## src/rtl/case6_sweep_pkg.sv

```systemverilog
`default_nettype none
// ============================================================================
//  Module   : case6_sweep_pkg
//  Purpose  : Shared types, constants and the MISR step function used by the
//             exhaustive-pattern sweep controller and its signature register.
//  Contents : sweep_state_t, SIG_POLY, SIG_SEED, misr_next()
//  Revision : 1.0  initial release
// ============================================================================
package case6_sweep_pkg;

  typedef enum logic [1:0] {
    IDLE     = 2'd0,
    SETTLE_W = 2'd1,
    CAPTURE  = 2'd2,
    DONE     = 2'd3
  } sweep_state_t;

  // CCITT-style feedback polynomial and all-ones seed for the 16-bit MISR.
  localparam logic [15:0] SIG_POLY = 16'h1021;
  localparam logic [15:0] SIG_SEED = 16'hFFFF;

  // One MISR step: shift left, fold the MSB back through the polynomial and
  // XOR in the (zero-extended) block outputs.
  function automatic logic [15:0] misr_next(input logic [15:0] sig,
                                            input logic [15:0] res);
    return {sig[14:0], 1'b0} ^ (sig[15] ? SIG_POLY : 16'h0000) ^ res;
  endfunction

endpackage
`default_nettype wire

```

## src/rtl/case6_sweep_ctrl_if.sv

```systemverilog
`default_nettype none
// ============================================================================
//  Module   : case6_sweep_ctrl_if
//  Purpose  : Bundle between the harness and the sweep controller.
//  Signals  : start, abort      harness -> controller control
//             res_i             block outputs -> controller
//             pat_o             controller -> block inputs
//             busy, done        controller status
//             sig_o, vec_cnt    signature and captured-vector count
//             golden_i, pass, fail  only with CASE6_SWEEP_GOLDEN_CMP_EN
//  Modports : master (harness side), slave (controller side)
//  Revision : 1.0  initial release
// ============================================================================
interface case6_sweep_ctrl_if #(
  parameter int N_IN  = 6,
  parameter int N_OUT = 3,
  parameter int SIG_W = 16
);
  logic             start;
  logic             abort;
  logic [N_IN-1:0]  pat_o;
  logic [N_OUT-1:0] res_i;
  logic             busy;
  logic             done;
  logic [SIG_W-1:0] sig_o;
  logic [N_IN:0]    vec_cnt;
`ifdef CASE6_SWEEP_GOLDEN_CMP_EN
  logic [SIG_W-1:0] golden_i;
  logic             pass;
  logic             fail;

  modport master (output start, abort, res_i, golden_i,
                  input  pat_o, busy, done, sig_o, vec_cnt, pass, fail);
  modport slave  (input  start, abort, res_i, golden_i,
                  output pat_o, busy, done, sig_o, vec_cnt, pass, fail);
`else
  modport master (output start, abort, res_i,
                  input  pat_o, busy, done, sig_o, vec_cnt);
  modport slave  (input  start, abort, res_i,
                  output pat_o, busy, done, sig_o, vec_cnt);
`endif
endinterface
`default_nettype wire

```

## src/rtl/case6_sweep_misr.sv

```systemverilog
`default_nettype none
// ============================================================================
//  Module   : case6_sweep_misr
//  Purpose  : Multiple-input signature register with synchronous load/enable.
//  Ports    : clk, rst_n (async, active low)
//             load_i  reseed to all ones (wins over en_i)
//             en_i    fold res_i into the signature this cycle
//             res_i   block outputs, zero-extended into the signature
//             sig_o   current signature
//  Revision : 1.0  initial release
// ============================================================================
module case6_sweep_misr
  import case6_sweep_pkg::*;
#(
  parameter int SIG_W = 16,
  parameter int N_OUT = 3
) (
  input  logic             clk,
  input  logic             rst_n,
  input  logic             load_i,
  input  logic             en_i,
  input  logic [N_OUT-1:0] res_i,
  output logic [SIG_W-1:0] sig_o
);

  localparam logic [SIG_W-1:0] c_seed = '1;

  logic [SIG_W-1:0] sig_q;
  logic [SIG_W-1:0] sig_d;
  logic [SIG_W-1:0] w_step;

  generate
    if (SIG_W == 16) begin : g_w16
      assign w_step = misr_next(sig_q, 16'(res_i));
    end else begin : g_generic
      localparam logic [SIG_W-1:0] c_poly = SIG_W'(SIG_POLY);
      assign w_step = {sig_q[SIG_W-2:0], 1'b0}
                    ^ (sig_q[SIG_W-1] ? c_poly : '0)
                    ^ SIG_W'(res_i);
    end
  endgenerate

  always_comb begin
    sig_d = sig_q;
    if (load_i) begin
      sig_d = c_seed;
    end else if (en_i) begin
      sig_d = w_step;
    end
  end

  always_ff @(posedge clk or negedge rst_n) begin
    if (!rst_n) begin
      sig_q <= c_seed;
    end else begin
      sig_q <= sig_d;
    end
  end

  assign sig_o = sig_q;

endmodule
`default_nettype wire

```

## src/rtl/case6_sweep_ctrl.sv

```systemverilog
`default_nettype none
// ============================================================================
//  Module   : case6_sweep_ctrl
//  Purpose  : Exhaustive-pattern sequencer. Walks pat_o through every input
//             vector in ascending order, holds each for SETTLE+1 cycles,
//             folds res_i into a MISR on the last cycle of each hold and
//             pulses done after the all-ones vector is captured.
//  Ports    : clk, rst_n (async, active low)
//             bus (slave modport): start, abort, res_i -> in;
//                                  pat_o, busy, done, sig_o, vec_cnt -> out
//  Option   : CASE6_SWEEP_GOLDEN_CMP_EN adds golden_i, pass, fail
//  Revision : 1.0  initial release
// ============================================================================
module case6_sweep_ctrl
  import case6_sweep_pkg::*;
#(
  parameter int N_IN   = 6,
  parameter int N_OUT  = 3,
  parameter int SETTLE = 1,
  parameter int SIG_W  = 16
) (
  input  logic               clk,
  input  logic               rst_n,
  case6_sweep_ctrl_if.slave  bus
);

  localparam int                c_cnt_w    = (SETTLE > 1) ? $clog2(SETTLE + 1) : 1;
  localparam logic [c_cnt_w-1:0] c_settle  = c_cnt_w'(SETTLE);
  localparam logic [N_IN-1:0]   c_pat_last = '1;
  // With no settle time every vector goes straight to capture.
  localparam sweep_state_t      c_first    = (SETTLE == 0) ? CAPTURE : SETTLE_W;

  sweep_state_t       state_q, state_d;
  logic [N_IN-1:0]    pat_q,   pat_d;
  logic [c_cnt_w-1:0] cnt_q,   cnt_d;
  logic [N_IN:0]      vec_q,   vec_d;
  logic               busy_q,  busy_d;
  logic               done_q,  done_d;
  logic               w_misr_load;
  logic               w_misr_en;
  logic [SIG_W-1:0]   w_sig;
`ifdef CASE6_SWEEP_GOLDEN_CMP_EN
  logic               pass_q,  pass_d;
  logic               fail_q,  fail_d;
`endif

  always_comb begin
    state_d     = state_q;
    pat_d       = pat_q;
    cnt_d       = cnt_q;
    vec_d       = vec_q;
    busy_d      = busy_q;
    done_d      = 1'b0;
    w_misr_load = 1'b0;
    w_misr_en   = 1'b0;
`ifdef CASE6_SWEEP_GOLDEN_CMP_EN
    pass_d      = pass_q;
    fail_d      = fail_q;
`endif

    if (bus.abort) begin
      // Abort outranks everything, including a start in IDLE; signature,
      // count and pattern keep their partial values.
      state_d = IDLE;
      busy_d  = 1'b0;
`ifdef CASE6_SWEEP_GOLDEN_CMP_EN
      pass_d  = 1'b0;
      fail_d  = 1'b0;
`endif
    end else begin
      case (state_q)
        IDLE: begin
          if (bus.start) begin
            state_d     = c_first;
            pat_d       = '0;
            cnt_d       = c_settle;
            vec_d       = '0;
            busy_d      = 1'b1;
            w_misr_load = 1'b1;
`ifdef CASE6_SWEEP_GOLDEN_CMP_EN
            pass_d      = 1'b0;
            fail_d      = 1'b0;
`endif
          end
        end
        SETTLE_W: begin
          cnt_d = cnt_q - c_cnt_w'(1);
          if (cnt_q <= c_cnt_w'(1)) begin
            state_d = CAPTURE;
          end
        end
        CAPTURE: begin
          w_misr_en = 1'b1;
          vec_d     = vec_q + (N_IN + 1)'(1);
          if (pat_q == c_pat_last) begin
            state_d = DONE;
            busy_d  = 1'b0;
            done_d  = 1'b1;
          end else begin
            pat_d   = pat_q + N_IN'(1);
            cnt_d   = c_settle;
            state_d = c_first;
          end
        end
        DONE: begin
          state_d = IDLE;
`ifdef CASE6_SWEEP_GOLDEN_CMP_EN
          // Signature is final in this cycle; the verdict appears next cycle.
          pass_d  = (w_sig == bus.golden_i);
          fail_d  = (w_sig != bus.golden_i);
`endif
        end
        default: state_d = IDLE;
      endcase
    end
  end

  always_ff @(posedge clk or negedge rst_n) begin
    if (!rst_n) begin
      state_q <= IDLE;
      pat_q   <= '0;
      cnt_q   <= '0;
      vec_q   <= '0;
      busy_q  <= 1'b0;
      done_q  <= 1'b0;
`ifdef CASE6_SWEEP_GOLDEN_CMP_EN
      pass_q  <= 1'b0;
      fail_q  <= 1'b0;
`endif
    end else begin
      state_q <= state_d;
      pat_q   <= pat_d;
      cnt_q   <= cnt_d;
      vec_q   <= vec_d;
      busy_q  <= busy_d;
      done_q  <= done_d;
`ifdef CASE6_SWEEP_GOLDEN_CMP_EN
      pass_q  <= pass_d;
      fail_q  <= fail_d;
`endif
    end
  end

  case6_sweep_misr #(
    .SIG_W (SIG_W),
    .N_OUT (N_OUT)
  ) u_misr (
    .clk    (clk),
    .rst_n  (rst_n),
    .load_i (w_misr_load),
    .en_i   (w_misr_en),
    .res_i  (bus.res_i),
    .sig_o  (w_sig)
  );

  assign bus.pat_o   = pat_q;
  assign bus.busy    = busy_q;
  assign bus.done    = done_q;
  assign bus.vec_cnt = vec_q;
  assign bus.sig_o   = w_sig;
`ifdef CASE6_SWEEP_GOLDEN_CMP_EN
  assign bus.pass    = pass_q;
  assign bus.fail    = fail_q;
`endif

endmodule
`default_nettype wire

```

## src/flat_wrapper.sv

```systemverilog
// flat-port wrapper written by rule: the top's interface ports become plain ports
module case6_sweep_ctrl_flat import case6_sweep_pkg::*;
#(
  parameter int N_IN   = 6,
  parameter int N_OUT  = 3,
  parameter int SETTLE = 1,
  parameter int SIG_W  = 16
)
  (clk, rst_n, bus_start, bus_abort, bus_res_i, bus_pat_o, bus_busy, bus_done, bus_sig_o, bus_vec_cnt);
  case6_sweep_ctrl_if #(.N_IN(N_IN), .N_OUT(N_OUT), .SIG_W(SIG_W)) bus_i ();
  input  logic clk;
  input  logic rst_n;
  input wire logic [$bits(bus_i.start)-1:0] bus_start;
  input wire logic [$bits(bus_i.abort)-1:0] bus_abort;
  input wire logic [$bits(bus_i.res_i)-1:0] bus_res_i;
  output wire logic [$bits(bus_i.pat_o)-1:0] bus_pat_o;
  output wire logic [$bits(bus_i.busy)-1:0] bus_busy;
  output wire logic [$bits(bus_i.done)-1:0] bus_done;
  output wire logic [$bits(bus_i.sig_o)-1:0] bus_sig_o;
  output wire logic [$bits(bus_i.vec_cnt)-1:0] bus_vec_cnt;
  assign bus_i.start = bus_start;
  assign bus_i.abort = bus_abort;
  assign bus_i.res_i = bus_res_i;
  assign bus_pat_o = bus_i.pat_o;
  assign bus_busy = bus_i.busy;
  assign bus_done = bus_i.done;
  assign bus_sig_o = bus_i.sig_o;
  assign bus_vec_cnt = bus_i.vec_cnt;
  case6_sweep_ctrl #(.N_IN(N_IN), .N_OUT(N_OUT), .SETTLE(SETTLE), .SIG_W(SIG_W)) u_core (.clk(clk), .rst_n(rst_n), .bus(bus_i));
endmodule
```

## config.mk

```make
export PLATFORM = sky130hd
export DESIGN_NAME = case6_sweep_ctrl_flat
export DESIGN_NICKNAME = d
export VERILOG_FILES = /design/src/rtl/case6_sweep_pkg.sv /design/src/rtl/case6_sweep_ctrl_if.sv /design/src/rtl/case6_sweep_misr.sv /design/src/rtl/case6_sweep_ctrl.sv /design/src/flat_wrapper.sv
export SDC_FILE = /design/constraint.sdc
export NUM_CORES = 1
export LEC_CHECK = 0
export CAP_MARGIN = 20
export CELL_PAD_IN_SITES_DETAIL_PLACEMENT = 1
export CELL_PAD_IN_SITES_GLOBAL_PLACEMENT = 2
export CORE_MARGIN = 4
export CORE_UTILIZATION = 31
export DETAILED_ROUTE_END_ITERATION = 10
export GPL_TIMING_DRIVEN = 0
export PLACE_DENSITY = 0.83
export SYNTH_ARGS = -nofsm -noshare
export SYNTH_HDL_FRONTEND = slang
export SYNTH_SLANG_ARGS = --single-unit
```

## constraint.sdc

```tcl
create_clock -name clk -period 4.7 [get_ports clk]
set_clock_uncertainty 0.2 [all_clocks]
set_input_delay 1.41 -clock clk [delete_from_list [all_inputs] [get_ports clk]]
set_output_delay 1.41 -clock clk [all_outputs]
set_load 0.02 [all_outputs]
```

== After elaboration in Yosys (flattened, before gate mapping) ==
Cells that the tools add are included.

* $add $sub $neg: 3
* Order comparisons: 1
* Eq/ne operators: 9
* Muxes and demuxes: 27
* Bitwise operators: 3
* Reductions and logical operators: 10

{| class="wikitable"
|+ Operators with widths
! operator !! number
|-
| 16-bit two-way mux || 2
|-
| 16-bit XOR || 1
|-
| 16-bit by 3-bit XOR with 16-bit output || 1
|-
| 7-bit one-hot mux with 2 select lines || 1
|-
| 13-bit two-way mux || 1
|-
| 1-bit two-way mux || 12
|-
| 6-bit two-way mux || 2
|-
| 6-bit one-hot mux with 2 select lines || 1
|-
| 2-bit two-way mux || 4
|-
| 2-bit one-hot mux with 4 select lines || 1
|-
| 4-bit AND reduction || 2
|-
| 7-bit by 1-bit adder with 7-bit output, second input constant || 1
|-
| 7-bit two-way mux || 1
|-
| 6-bit by 1-bit adder with 6-bit output, second input constant || 1
|-
| 6-bit == test, second input constant || 1
|-
| 3-bit by 2-bit != test with 1-bit output, second input constant || 2
|-
| 3-bit AND reduction || 2
|-
| 3-bit nonzero test || 2
|-
| 2-bit == test, second input constant || 2
|-
| 2-bit != test, second input constant || 2
|-
| 2-bit nonzero test || 2
|-
| 3-bit != test, second input constant || 1
|-
| 1-bit one-hot mux with 3 select lines || 1
|-
| 2-bit by 1-bit == test with 1-bit output, second input constant || 1
|-
| other kinds (6) || 6
|}

* Register bits after elaboration: 34
* Input bits: 7
* Output and inout bits: 31
* Word-level logic and storage cells: 60

== Depth between registers and ports, before layout ==
* Depth after elaboration: 5
* Depth in mapped cells: 6
* Gate-level depth less buffers: 5

== Cells and area by module ==
Synthesis repeated with hierarchy kept, for this count alone.

* Cells, all modules: 145
* Area, all modules: 1,602.8 sq um

{| class="wikitable"
|+ By module, submodules not included
! module !! instances !! cells an instance !! area each (sq um)
|-
| case6_sweep_ctrl || 1 || 86 || 855.8
|-
| case6_sweep_misr || 1 || 59 || 747.0
|}

== Worst setup path before layout ==
OpenSTA, ideal clock, no wires.

* Path type: input-to-reg
* Start: input bus_abort
* End: register u_core.pat_q[5], in the netlist u_core.bus.pat_o[5]
* Library setup time: 0.129 ns
* Arrival: 2.313 ns
* Data required time: 4.371 ns
* Setup slack: 2.058 ns
* Stages on the path: 5
* Path buffers: 1
* Cell sequence: or2_0 -> buf_2 -> nor3b_2 -> or2_2 -> mux2i_1

* Longest elaborated chain between the ends: 2

{| class="wikitable"
|+ Ends and longest elaborated chain
! element !! RTL line !! RTL
|-
| start, declared || flat_wrapper.sv:14 || <nowiki>input wire logic [$bits(bus_i.abort)-1:0] bus_abort;</nowiki>
|-
| 1-bit NOT (no line) || - ||
|-
| 4-bit AND reduction (no line) || - ||
|-
| end signal, assigned || case6_sweep_ctrl.sv:132 || <nowiki>pat_q <= pat_d;</nowiki>
|-
| end, declared || case6_sweep_ctrl.sv:34 || <nowiki>logic [N_IN-1:0] pat_q, pat_d;</nowiki>
|}

Every way passes these cells.
A chain may end at the register's enable or synchronous reset.

== Worst setup path after layout ==
* Start: register u_core.u_misr.sig_q[15], in the netlist u_core.u_misr.sig_o[15]
* End: output bus_sig_o[15]

{| class="wikitable"
|+ RTL lines
! element !! RTL line !! RTL
|-
| start, declared || case6_sweep_misr.sv:28 || <nowiki>logic [SIG_W-1:0] sig_q;</nowiki>
|-
| start signal, assigned || case6_sweep_misr.sv:54 || <nowiki>sig_q <= c_seed;</nowiki>
|-
| start signal, assigned || case6_sweep_misr.sv:56 || <nowiki>sig_q <= sig_d;</nowiki>
|-
| end, declared || flat_wrapper.sv:19 || <nowiki>output wire logic [$bits(bus_i.sig_o)-1:0] bus_sig_o;</nowiki>
|}

No word-level cell between the ends.

==> impl_metrics.env <==
export IMPL_yosysUniqueCellTypes=28
export IMPL_fin_hold_ws_ps=301
export IMPL_diodes=0
export IMPL_r2r_cells=5
export IMPL_place_port_buffers=37
export IMPL_holdBufCountCts=0
export IMPL_gr_usage_met3_pct=4.76
export IMPL_synth_area_um2=1520
export IMPL_crit_buf_inv=1
export IMPL_cts_made_buffers=5
export IMPL_grt_pass1_vias=1450
export IMPL_tritoncts="yes"
export IMPL_slowest_stage="clkdlybuf4s50_1"
export IMPL_nFillCells=546
export IMPL_dieHeight_um=78
export IMPL_start_util_pct=32.2
export IMPL_path_delay_family="buffers and inverters"
export IMPL_wl_um=3870
export IMPL_clockBufferDepth=2
export IMPL_slew_violations=0
export IMPL_hold_viol_final=0
export IMPL_htreeDepth=2
export IMPL_hold_depth=2
export IMPL_dp_hpwl_um=2770
export IMPL_final_nets=210
export IMPL_cts_root_buf="clkbuf_8"
export IMPL_gp_congestion=0.768
export IMPL_drc=0
export IMPL_dieWidth_um=78
export IMPL_dr_pass1_iters=4
export IMPL_clkSinkCount=33
export IMPL_post_drt_wl_per_cell_um=14.4
export IMPL_antenna_found_initial=0
export IMPL_worst_setup_path_start_kind="flop"
export IMPL_holdCritStartpoint="u_core.u_misr.sig_o[6]"
export IMPL_rsz0062_at_grt="false"
export IMPL_top_usage_layer="met2"
export IMPL_final_cell_mix="nand2_1 (39), clkdlybuf4s50_1 (36), nand3_1 (18)"
export IMPL_critPathKind="flop to output pin"
export IMPL_rows=25
export IMPL_r2r_setup_slack_ps=2780
export IMPL_path_max_fanout=5
export IMPL_min_period_ps=3140
export IMPL_route_vias_total=1278
export IMPL_setup_tns_ps=0
export IMPL_drv_cap=0
export IMPL_max_slew_margin_rel_pct=49.3
export IMPL_grt_total_usage_pct=13.6
export IMPL_grt_max_degree=34
export IMPL_gr_usage_met1_pct=16.1
export IMPL_powerDensity_nw_per_um2=358
export IMPL_finalSetupViolCount=0
export IMPL_final_layout_size_suffix_gt1_share_pct=16.3
export IMPL_status="complete, no violations"
export IMPL_core_area_um2=4720
export IMPL_timing_rr_start="u_core.bus.pat_o[0]"
export IMPL_tightest_slew_ps=760
export IMPL_seq_area_um2=846
export IMPL_ys_ff_latch=33
export IMPL_mostFrequentLayoutCell="nand2_1"
export IMPL_crit_path_end_kind="output pin"
export IMPL_detail_route_vias_per_cell=4.75
export IMPL_syn_area_per_cell_um2=9.67
export IMPL_ys_warn_count=0
export IMPL_cp_slowest_stage_delay_ps=630
export IMPL_area_growth_pct=36.7
export IMPL_drt_iter0_drc=64
export IMPL_netlist_instances=157
export IMPL_grtUsageMet2_pct=23.6
export IMPL_fmax_ghz=0.319
export IMPL_grt_first_pass_wirelength_um=6630
export IMPL_crit_chain="clkdlybuf4s50_1"
export IMPL_fin_crit_sh_pct=66.7
export IMPL_postCtsSetupBuffers=0
export IMPL_p_total_w=0.000743
export IMPL_hp_class="flop to flop"
export IMPL_required_ps=3090
export IMPL_overflow=0
export IMPL_worstSetupStartpoint="u_core.u_misr.sig_o[15]"
export IMPL_clkLatencyLatePin_ps=290
export IMPL_cp_data_arrival_time_ps=1530
export IMPL_worst_hold_path_endpoint="u_core.u_misr.sig_o[6]"
export IMPL_die_area_um2=6080
export IMPL_cts_resized=0
export IMPL_synth_nets=166
export IMPL_seq_area_frac_synth_pct=55.7
export IMPL_ioPinCount=38
export IMPL_multi_input_comb_area_um2=636
export IMPL_ant_nets=0
export IMPL_clkTransAtPathRegs_ps=80
export IMPL_leakage_nw=0.924
export IMPL_ir_drop_mv=0.165
export IMPL_rr_endpoint="u_core.bus.pat_o[3]"
[layer usage]
metal,wire length (µm),up-vias
met5,0,-
met4,23,0
met3,223,2
met2,1890,35
met1,1730,626
li1,-,615
[cell families (layout without fill, tap and decap cells)]
logic type | Yosys count | count (layout) | share of synthesized area, %
mux | 3 | 3 | 1.98
xor+xnor | 10 | 10 | 5.77
buf+inv | 9 | 54 | 2.47
flops | 33 | 33 | 55.7
simple gates | 86 | 86 | 26.8
compound gates | 14 | 14 | 5.68
fa+ha+maj | 2 | 2 | 1.65
[registers in the layout, summed over array words and instances, names as in the netlist]
signal	count
u_core.bus.busy	1
u_core.bus.done	1
u_core.bus.pat_o	6
u_core.bus.vec_cnt	7
u_core.state_q	2
u_core.u_misr.sig_o	16
[through the flow]
step	setup WS (ps)	cell area [µm²]	utilization, %	cells
3_5_place_dp	1330	1970	41.7	261
2_1_floorplan	2060	1520	-	157
4_1_cts	1550	2080	44.0	269
6_report	1560	2080	44.0	269
5_1_grt	1530	2080	44.0	269
3_3_place_gp	1350	1970	41.8	261
[where the power goes]
part	internal, W	switching [W]	leakage, nW
Combinational	0.0000672	0.0000758	0.465
Clock	0.000138	0.000115	0.0569
Sequential	0.000323	0.0000241	0.402
[worst register-to-register path, stage by stage, from the launching register on]
cell and delay (ps):
dfrtp_1 430, ha_1 230, and3_1 220, and4_1 270, or3_1 360, a21oi_1 150
[Yosys cell counts]
master | number | share of area [%]
or2_2 | 4 | 1.6
nand4_1 | 1 | 0.41
nand3b_1 | 1 | 0.49
nor2b_1 | 1 | 0.41
nand3_1 | 18 | 5.9
nand2_1 | 39 | 9.6
a21oi_1 | 2 | 0.66
nor3_1 | 1 | 0.33
nor4_1 | 4 | 1.6
ha_1 | 2 | 1.6
o211ai_1 | 5 | 2.5
dfstp_2 | 16 | 28
nor2_1 | 8 | 2.0
or2_0 | 1 | 0.41
xnor2_1 | 10 | 5.8
and3_1 | 2 | 0.82
nor3b_2 | 1 | 0.82
mux2i_1 | 3 | 2.0
and4_1 | 1 | 0.58
and2_0 | 1 | 0.41
or3_1 | 1 | 0.41
inv_1 | 2 | 0.49
a22o_1 | 1 | 0.58
buf_2 | 3 | 0.99
nand2b_1 | 2 | 0.82
o21ai_0 | 6 | 2.0
dfrtp_1 | 17 | 28
clkbuf_1 | 4 | 0.99
[area by class of cell]
type | instances | area share [%]
Sequential cell | 33 | 40.7
Multi-Input combinational cell | 115 | 30.6
Timing Repair Buffer | 37 | 17.6
Clock buffer | 6 | 4.52
Tap cell | 67 | 4.04
Buffer | 7 | 1.45
Clock inverter | 2 | 0.723
Inverter | 2 | 0.361
[how the worst max path moves through the flow]
stage,end,slack [ps],depth (start not counted)
5_1_grt,bus_sig_o[15],1530,1
6_report,bus_sig_o[15],1560,1
3_5_place_dp,u_core.bus.pat_o[5],1330,6
2_1_floorplan,u_core.bus.pat_o[5],2060,5
4_1_cts,bus_sig_o[15],1550,1
3_3_place_gp,u_core.bus.done,1350,1
Power figures use the tool's default switching activity.
